**src/rtl/sram_controller.sv**
```systemverilog
// MEM-stage SRAM controller: fixed-latency single-word read/write
// access, stalling the pipeline through ready until completion.
module sram_controller #(
    parameter int unsigned WAIT_CYCLES = 5,
    parameter int unsigned BASE_ADDR   = 1024
) (
    input  logic        clk,
    input  logic        rst,
    input  logic        rd_en,
    input  logic        wr_en,
    input  logic [31:0] address,
    input  logic [31:0] write_data,
    output logic [31:0] read_data,
    output logic        ready,
    output logic [16:0] sram_addr,
    output logic [31:0] sram_dq_out,
    output logic        sram_dq_oe,
    input  logic [31:0] sram_dq_in,
    output logic        sram_we_n
);

    typedef enum logic [1:0] {
        IDLE,
        ACCESS,
        DONE
    } state_t;

    state_t     state;
    state_t     state_nx;
    logic [3:0] cnt;
    logic       op_wr;
    logic       last;
    logic       req;

    assign req  = rd_en | wr_en;
    assign last = (cnt == 4'(WAIT_CYCLES - 1));

    always_ff @(posedge clk or negedge rst) begin
        if (!rst) begin
            state <= IDLE;
        end else begin
            state <= state_nx;
        end
    end

    // Strobes decode from state so an async reset drops them at once.
    always_comb begin
        state_nx   = state;
        ready      = 1'b1;
        sram_we_n  = 1'b1;
        sram_dq_oe = 1'b0;
        unique case (state)
            IDLE: begin
                if (req) begin
                    ready    = 1'b0;
                    state_nx = ACCESS;
                end
            end
            ACCESS: begin
                ready      = 1'b0;
                sram_we_n  = ~op_wr;
                sram_dq_oe = op_wr;
                if (last) begin
                    state_nx = DONE;
                end
            end
            DONE: begin
                state_nx = IDLE;
            end
            default: begin
                state_nx = IDLE;
            end
        endcase
        if (!rst) begin
            ready = 1'b1;
        end
    end

    // Write wins when both requests are raised together.
    always_ff @(posedge clk or negedge rst) begin
        if (!rst) begin
            cnt         <= '0;
            op_wr       <= 1'b0;
            sram_addr   <= '0;
            sram_dq_out <= '0;
            read_data   <= '0;
        end else begin
            if (state == IDLE && req) begin
                cnt         <= '0;
                op_wr       <= wr_en;
                sram_addr   <= 17'((address - 32'(BASE_ADDR)) >> 2);
                sram_dq_out <= write_data;
            end else if (state == ACCESS) begin
                if (!last) begin
                    cnt <= cnt + 4'd1;
                end else if (!op_wr) begin
                    read_data <= sram_dq_in;
                end
            end
        end
    end

endmodule

```
**config.mk**
```make
export PLATFORM = sky130hd
export DESIGN_NAME = sram_controller
export DESIGN_NICKNAME = d
export VERILOG_FILES = /design/src/rtl/sram_controller.sv
export SDC_FILE = /design/constraint.sdc
export NUM_CORES = 1
export LEC_CHECK = 0
export CORE_UTILIZATION = 36
export CTS_CLUSTER_SIZE = 25
export DETAILED_ROUTE_END_ITERATION = 8
export PLACE_DENSITY = 0.74
export SYNTH_ARGS = -nofsm -noshare
export SYNTH_HDL_FRONTEND = slang
export SYNTH_SLANG_ARGS = --single-unit
```
**constraint.sdc**
```tcl
create_clock -name clk -period 1.69 [get_ports clk]
set_input_delay 0.2535 -clock clk [delete_from_list [all_inputs] [get_ports clk]]
set_output_delay 0.2535 -clock clk [all_outputs]
set_load 0.01 [all_outputs]
```
---- Word level (Yosys, flattened, before mapping) ----
Cells that the tools add are included.
operators by class
  muxes and demuxes ....................... 11
  bitwise operators ....................... 3
  $add $sub $neg .......................... 2
  eq/ne operators ......................... 5
  reductions and logical operators ........ 6
operators with widths
  cell                                                                   number
  19-bit by 11-bit subtractor with 19-bit output, second input constant  1
  4-bit 2-to-1 mux                                                       3
  4-bit by 1-bit adder with 4-bit output, second input constant          1
  4-bit by 3-bit equality test with 1-bit output, second input constant  1
  1-bit 2-to-1 mux                                                       4
  2-bit 2-to-1 mux                                                       2
  2-bit != test, second input constant                                   2
  2-bit one-hot mux with 2 select lines                                  1
  2-bit AND reduction                                                    2
  4-bit AND reduction                                                    1
  2-bit by 1-bit equality test with 1-bit output, second input constant  1
  2-bit zero test                                                        1
  2-bit by 1-bit != test with 1-bit output, second input constant        1
  1-bit NOT                                                              2
  1-bit one-hot mux with 2 select lines                                  1
  2-bit nonzero test                                                     1
  1-bit logical AND                                                      1
  1-bit bitwise OR                                                       1
storage, ports and cells
  word-level logic and storage cells ...... 33
  register bits after elaboration ......... 88
  input port bits ......................... 100

---- Depth between registers and ports, before layout ----
Gate-level depths: netlist of the first run.
  depth in word-level cells ............... 4
  mapped depth ............................ 7
  mapped depth without buffers ............ 5

---- Least setup slack after synthesis of the first run ----
No wires, ideal clock.
  kind .................................... reg-to-reg
  start ................................... register cnt[0]
  end ..................................... register read_data[10]
  period minus slack after synthesis ...... 1.762 ns
  arrival time ............................ 1.636 ns
  setup time .............................. 0.125 ns
  path buffers ............................ 2
  setup slack ............................. -0.072 ns
  cell stages (with the launch flop) ...... 8
  cell sequence ........................... dfrtp_1 > inv_1 > ha_1 > nand3b_1 > or3_1 > buf_6 > buf_12 > mux2_4
on the way
  longest elaborated chain between the ends .. 2
RTL lines
  element                                         line  RTL
  from (decl)                                     30    logic [3:0] cnt;
  from (signal assigned)                          95    cnt <= cnt + 4'd1;
  4-bit by 3-bit equality test with 1-bit output  36    assign last = (cnt == 4'(WAIT_CYCLES - 1));
  4-bit AND reduction (no line)                   --
  to (signal assigned)                            97    read_data <= sram_dq_in;
  to (decl)                                       13    output logic [31:0] read_data,
No other way between the ends.
A chain may end at the register's enable or synchronous reset.

---- Worst setup path in the final report of the first run ----
  start ................................... register cnt[0]
  end ..................................... register read_data[26]
Same word-level chain as after synthesis.

==> run_results.csv, run 1 <==
group,metric,value,unit
logic_synthesis,ys.flop_type,"dfrtp_1",
logic_synthesis,synth_nets,341,
logic_synthesis,synth_most_common_cell,"dfrtp_1",
logic_synthesis,synth.avg_cell_area,15.47,um^2
die,rows,36,
min_path,hold_class,"in2reg",
final_layout,fillers,778,
sta,relSlewSlack,68.28,%
logic_synthesis,ys_types,32,
final_layout,postLayoutCellArea,5977,um^2
pwr,p_total,10.53,mW
critical_path,slowest_delay,0.46,ns
sta,timing.fmax,0.5589,GHz
critical_path,cp-start-kind,"flip-flop",
final_layout,diodes,0,
critical_path,worst_r2r_startpoint,"cnt[0]",
clocking,cts_tree,"built",
sta,finalMaxSlewViolations,0,
status,violations,"negative setup slack",
status,status,"finished, violations left",
drt,detail-route-antenna-nets,0,
critical_path,worstRegToRegCells,6,
final_layout,regArea,2202,um^2
die,start_util,37.33,%
critical_path,cp.arrival,2.02,ns
critical_path,crit_path_max_fanout,8,
clocking,root_buffer,"clkbuf_8",
sta,tns,-2.612,ns
grt,grt_pass1_wl,12550,um
logic_synthesis,syn_inst,238,
sta,tightest_slew,0.4758,ns
logic_synthesis,yosysTopAreaCellShare,59.80,%
critical_path,cp.required,1.92,ns
sta,finalCritPeriodShare,105.9,%
critical_path,crit_start,"cnt[0]",
grt,grt_remaining_overflow,0,
sta,rsz0062_at_grt,"yes",
drt,route.detailed.wl_per_inst,15.04,um
clocking,clock_latency,0.34,ns
die,coreArea,9864,um^2
drt,first_pass_iters,4,
drt,routed_wirelength,8680,um
placement,place.port_buffers,168,
final_layout,areaGrowthSynthToFinish,62.32,%
logic_synthesis,ys_warn_count,0,
pwr,pwr-share-seq,35.6,%
pwr,power.density,1761,nW/um^2
pwr,p_switching,3.153,mW
die,pin_count,184,
final_layout,drive_above_1_share,29.73,%
sta,fin_skew,0.004502,ns
grt,antenna_found_initial,0,
logic_synthesis,synth_edf_count,0,
placement,dp_hpwl,6027,um
pwr,p_comb_share,51.1,%
pwr,switching_share,29.95,%
drt,routed-via-count,2680,
logic_synthesis,ys_async_sr_fraction,100.0,%
clocking,clk_pin_slew,0.08,ns
pwr,vdd_drop_max,903.7,uV
clocking,numCtsBuffers,9,
pwr,p_leak,2.640,nW
placement,place_congestion,0.7807,
grt,grt_pass1_vias,2609,
logic_synthesis,ys_seq_elements,88,
sta,finalHoldViolCount,0,
placement,dpl_cell_area,5639,um^2
grt,grt_max_degree,53,
final_layout,nets,542,
logic_synthesis,syn-cell-area,3682,um^2
sta,setup-violations-final,32,
final_layout,fin_util,60.59,%
sta,finalCriticalPeriod,1.789,ns
final_layout,multiInputGateArea,1371,um^2
critical_path,endpoint_kind,"flip-flop",
critical_path,r2r_setup_slack,-0.1,ns
critical_path,critical_path.slowest_cell,"or3_4",
drt,drt_iter0_markers,45,
drt,routed_via_density,4.645,
logic_synthesis,yosys-top-cells-area,"dfrtp_1 (60%), mux2_2 (12%), mux2_4 (12%)",
pwr,p_int,7.374,mW
critical_path,path_class,"reg2reg",
die,die_w,103.1,um
logic_synthesis,yosysTopAreaCell,"dfrtp_1",
sta,fin_ws,-0.09927,ns
logic_synthesis,synth_common_cells,"dfrtp_1 (88), mux2_2 (40), mux2_4 (30)",
clocking,clk_path_buf_depth,2,
critical_path,timing.rr.end,"read_data[26]",
die,dieArea,10640,um^2
die,die_y,103.1,um
pwr,clkPwrFrac,13.3,%
clocking,cts_sinks,88,
logic_synthesis,yosysSeqAreaShare,59.80,%
critical_path,crit_path_end,"read_data[26]",
grt,grt_use_total,15.52,%
critical_path,crit_chain,"inv_2, ha_4, nand3b_1, or3_4, clkbuf_16, mux2_4",
drt,drcViolationCount,0,
run,maxCapViolCount,0,
clocking,htreeDepth,3,
cell families (layout without fill, tap and decap cells):
logic type | count (synthesis) | in the layout | share of synthesized area, %
buffers and inverters | 18 | 224 | 3.874
AND/OR/NAND/NOR | 25 | 25 | 4.486
adder cells (fa/ha/maj) | 3 | 3 | 1.019
AO/OA/AOI/OAI | 26 | 26 | 4.077
XOR/XNOR | 2 | 2 | 0.4758
flip-flops | 88 | 88 | 59.80
multiplexers | 76 | 76 | 26.27
flip-flops by register name, summed over array words and instances, names as in the netlist:
| register | flops |
|---|---|
| read_data | 32 |
| sram_dq_out | 32 |
| sram_addr | 17 |
| cnt | 4 |
| state | 2 |
| op_wr | 1 |
critical path, delay by kind of cell (launching register included):
kind / cells / cell delay [ns]
flip-flops: 1 / 0.40
AND/OR/NAND/NOR: 2 / 0.56
adder cells (fa/ha/maj): 1 / 0.13
buffers and inverters: 2 / 0.29
multiplexers: 1 / 0.30
layout by cell type (no fill, tap or decap), drive strengths merged:
cell type      count
clkdlybuf4s50    160
dfrtp             88
mux2              75
buf               32
clkbuf            14
a21oi             11
inv                7
o21ai              5
a31oi              5
nand3              4
or4                4
or3                4
o31ai              3
clkinv             3
dlymetal6s2s       3
nor2               3
ha                 3
or3b               2
xnor2              2
clkinvlp           2
and2               2
or2                1
nor2b              1
mux2i              1
nand3b             1
nand2b             1
and3b              1
nand2              1
a22o               1
a211oi             1
bufinv             1
dlygate4sd3        1
dlygate4sd2        1
metrics by stage:
step	hold WS (ns)	std cells	worst slack (ns)
CTS	0.4076	572	-0.06445
detailed placement	0.3465	553	-0.4424
global placement	0.3472	553	-0.3985
floorplan	-0.04209	238	-0.07157
finish	0.1672	577	-0.09927
global route	0.1728	577	-0.1467
timing repair:
item / 4_1_cts / 5_1_grt
hold buffers: 1 / 0
pin swaps: 2 / 3
endpoints found under the hold margin: 36 / 0
buffers inserted: 1 / 3
resized for setup: 16 / 12
cloned: 1 / 2
endpoints found under the setup margin: 36 / 88
layout make-up:
cell class	instances	share of cell area, %
flip-flops and latches	88	36.84
clock inverters	6	1.005
inverters	7	0.4396
clock buffers	10	2.135
well taps	133	2.784
repair buffers	201	33.85
multi-input cells	132	22.94
worst min path at each step:
stage          slack [ns]            end  depth (start not counted)   startpoint
2_1_floorplan       -0.04         cnt[0]                          0          rst
3_3_place_gp         0.35  read_data[13]                          2          rst
3_5_place_dp         0.35          op_wr                          2          rst
4_1_cts              0.41  sram_addr[11]                          3  address[10]
5_1_grt              0.17          op_wr                          2        wr_en
6_report             0.17          op_wr                          2        wr_en
power groups by stage:
stage	Clock, mW	Combinational (mW)	Sequential [mW]
finish	1.40	5.38	3.75
global route	1.54	5.76	3.89
CTS	1.46	5.31	3.75
detailed placement	0	5.22	3.78
global placement	0	5.17	3.72
floorplan	0	1.95	4.24
metal layers:
metal | vias up | routed length [um] | GRT usage [%]
met1 | 1320 | 3550 | 18.03
li1 | 1248 | - | -
met3 | 5 | 776 | 6.169
met5 | - | 0 | 0
met4 | 0 | 56 | 4.550
met2 | 107 | 4297 | 26.46
Note: power is estimated with default switching activity, not from simulation.
==> run 2, diff against run 1 <==
CTS_CLUSTER_DIAMETER = 100   (was default)
==> results of run 2 <==
The final DEF is identical to that of run 1; final timing and power are the same.
==> run 3, diff against run 2 <==
HOLD_SLACK_MARGIN = 0.05   (was default)
==> results of run 3 <==
The final DEF is identical to that of run 1; final timing and power are the same.
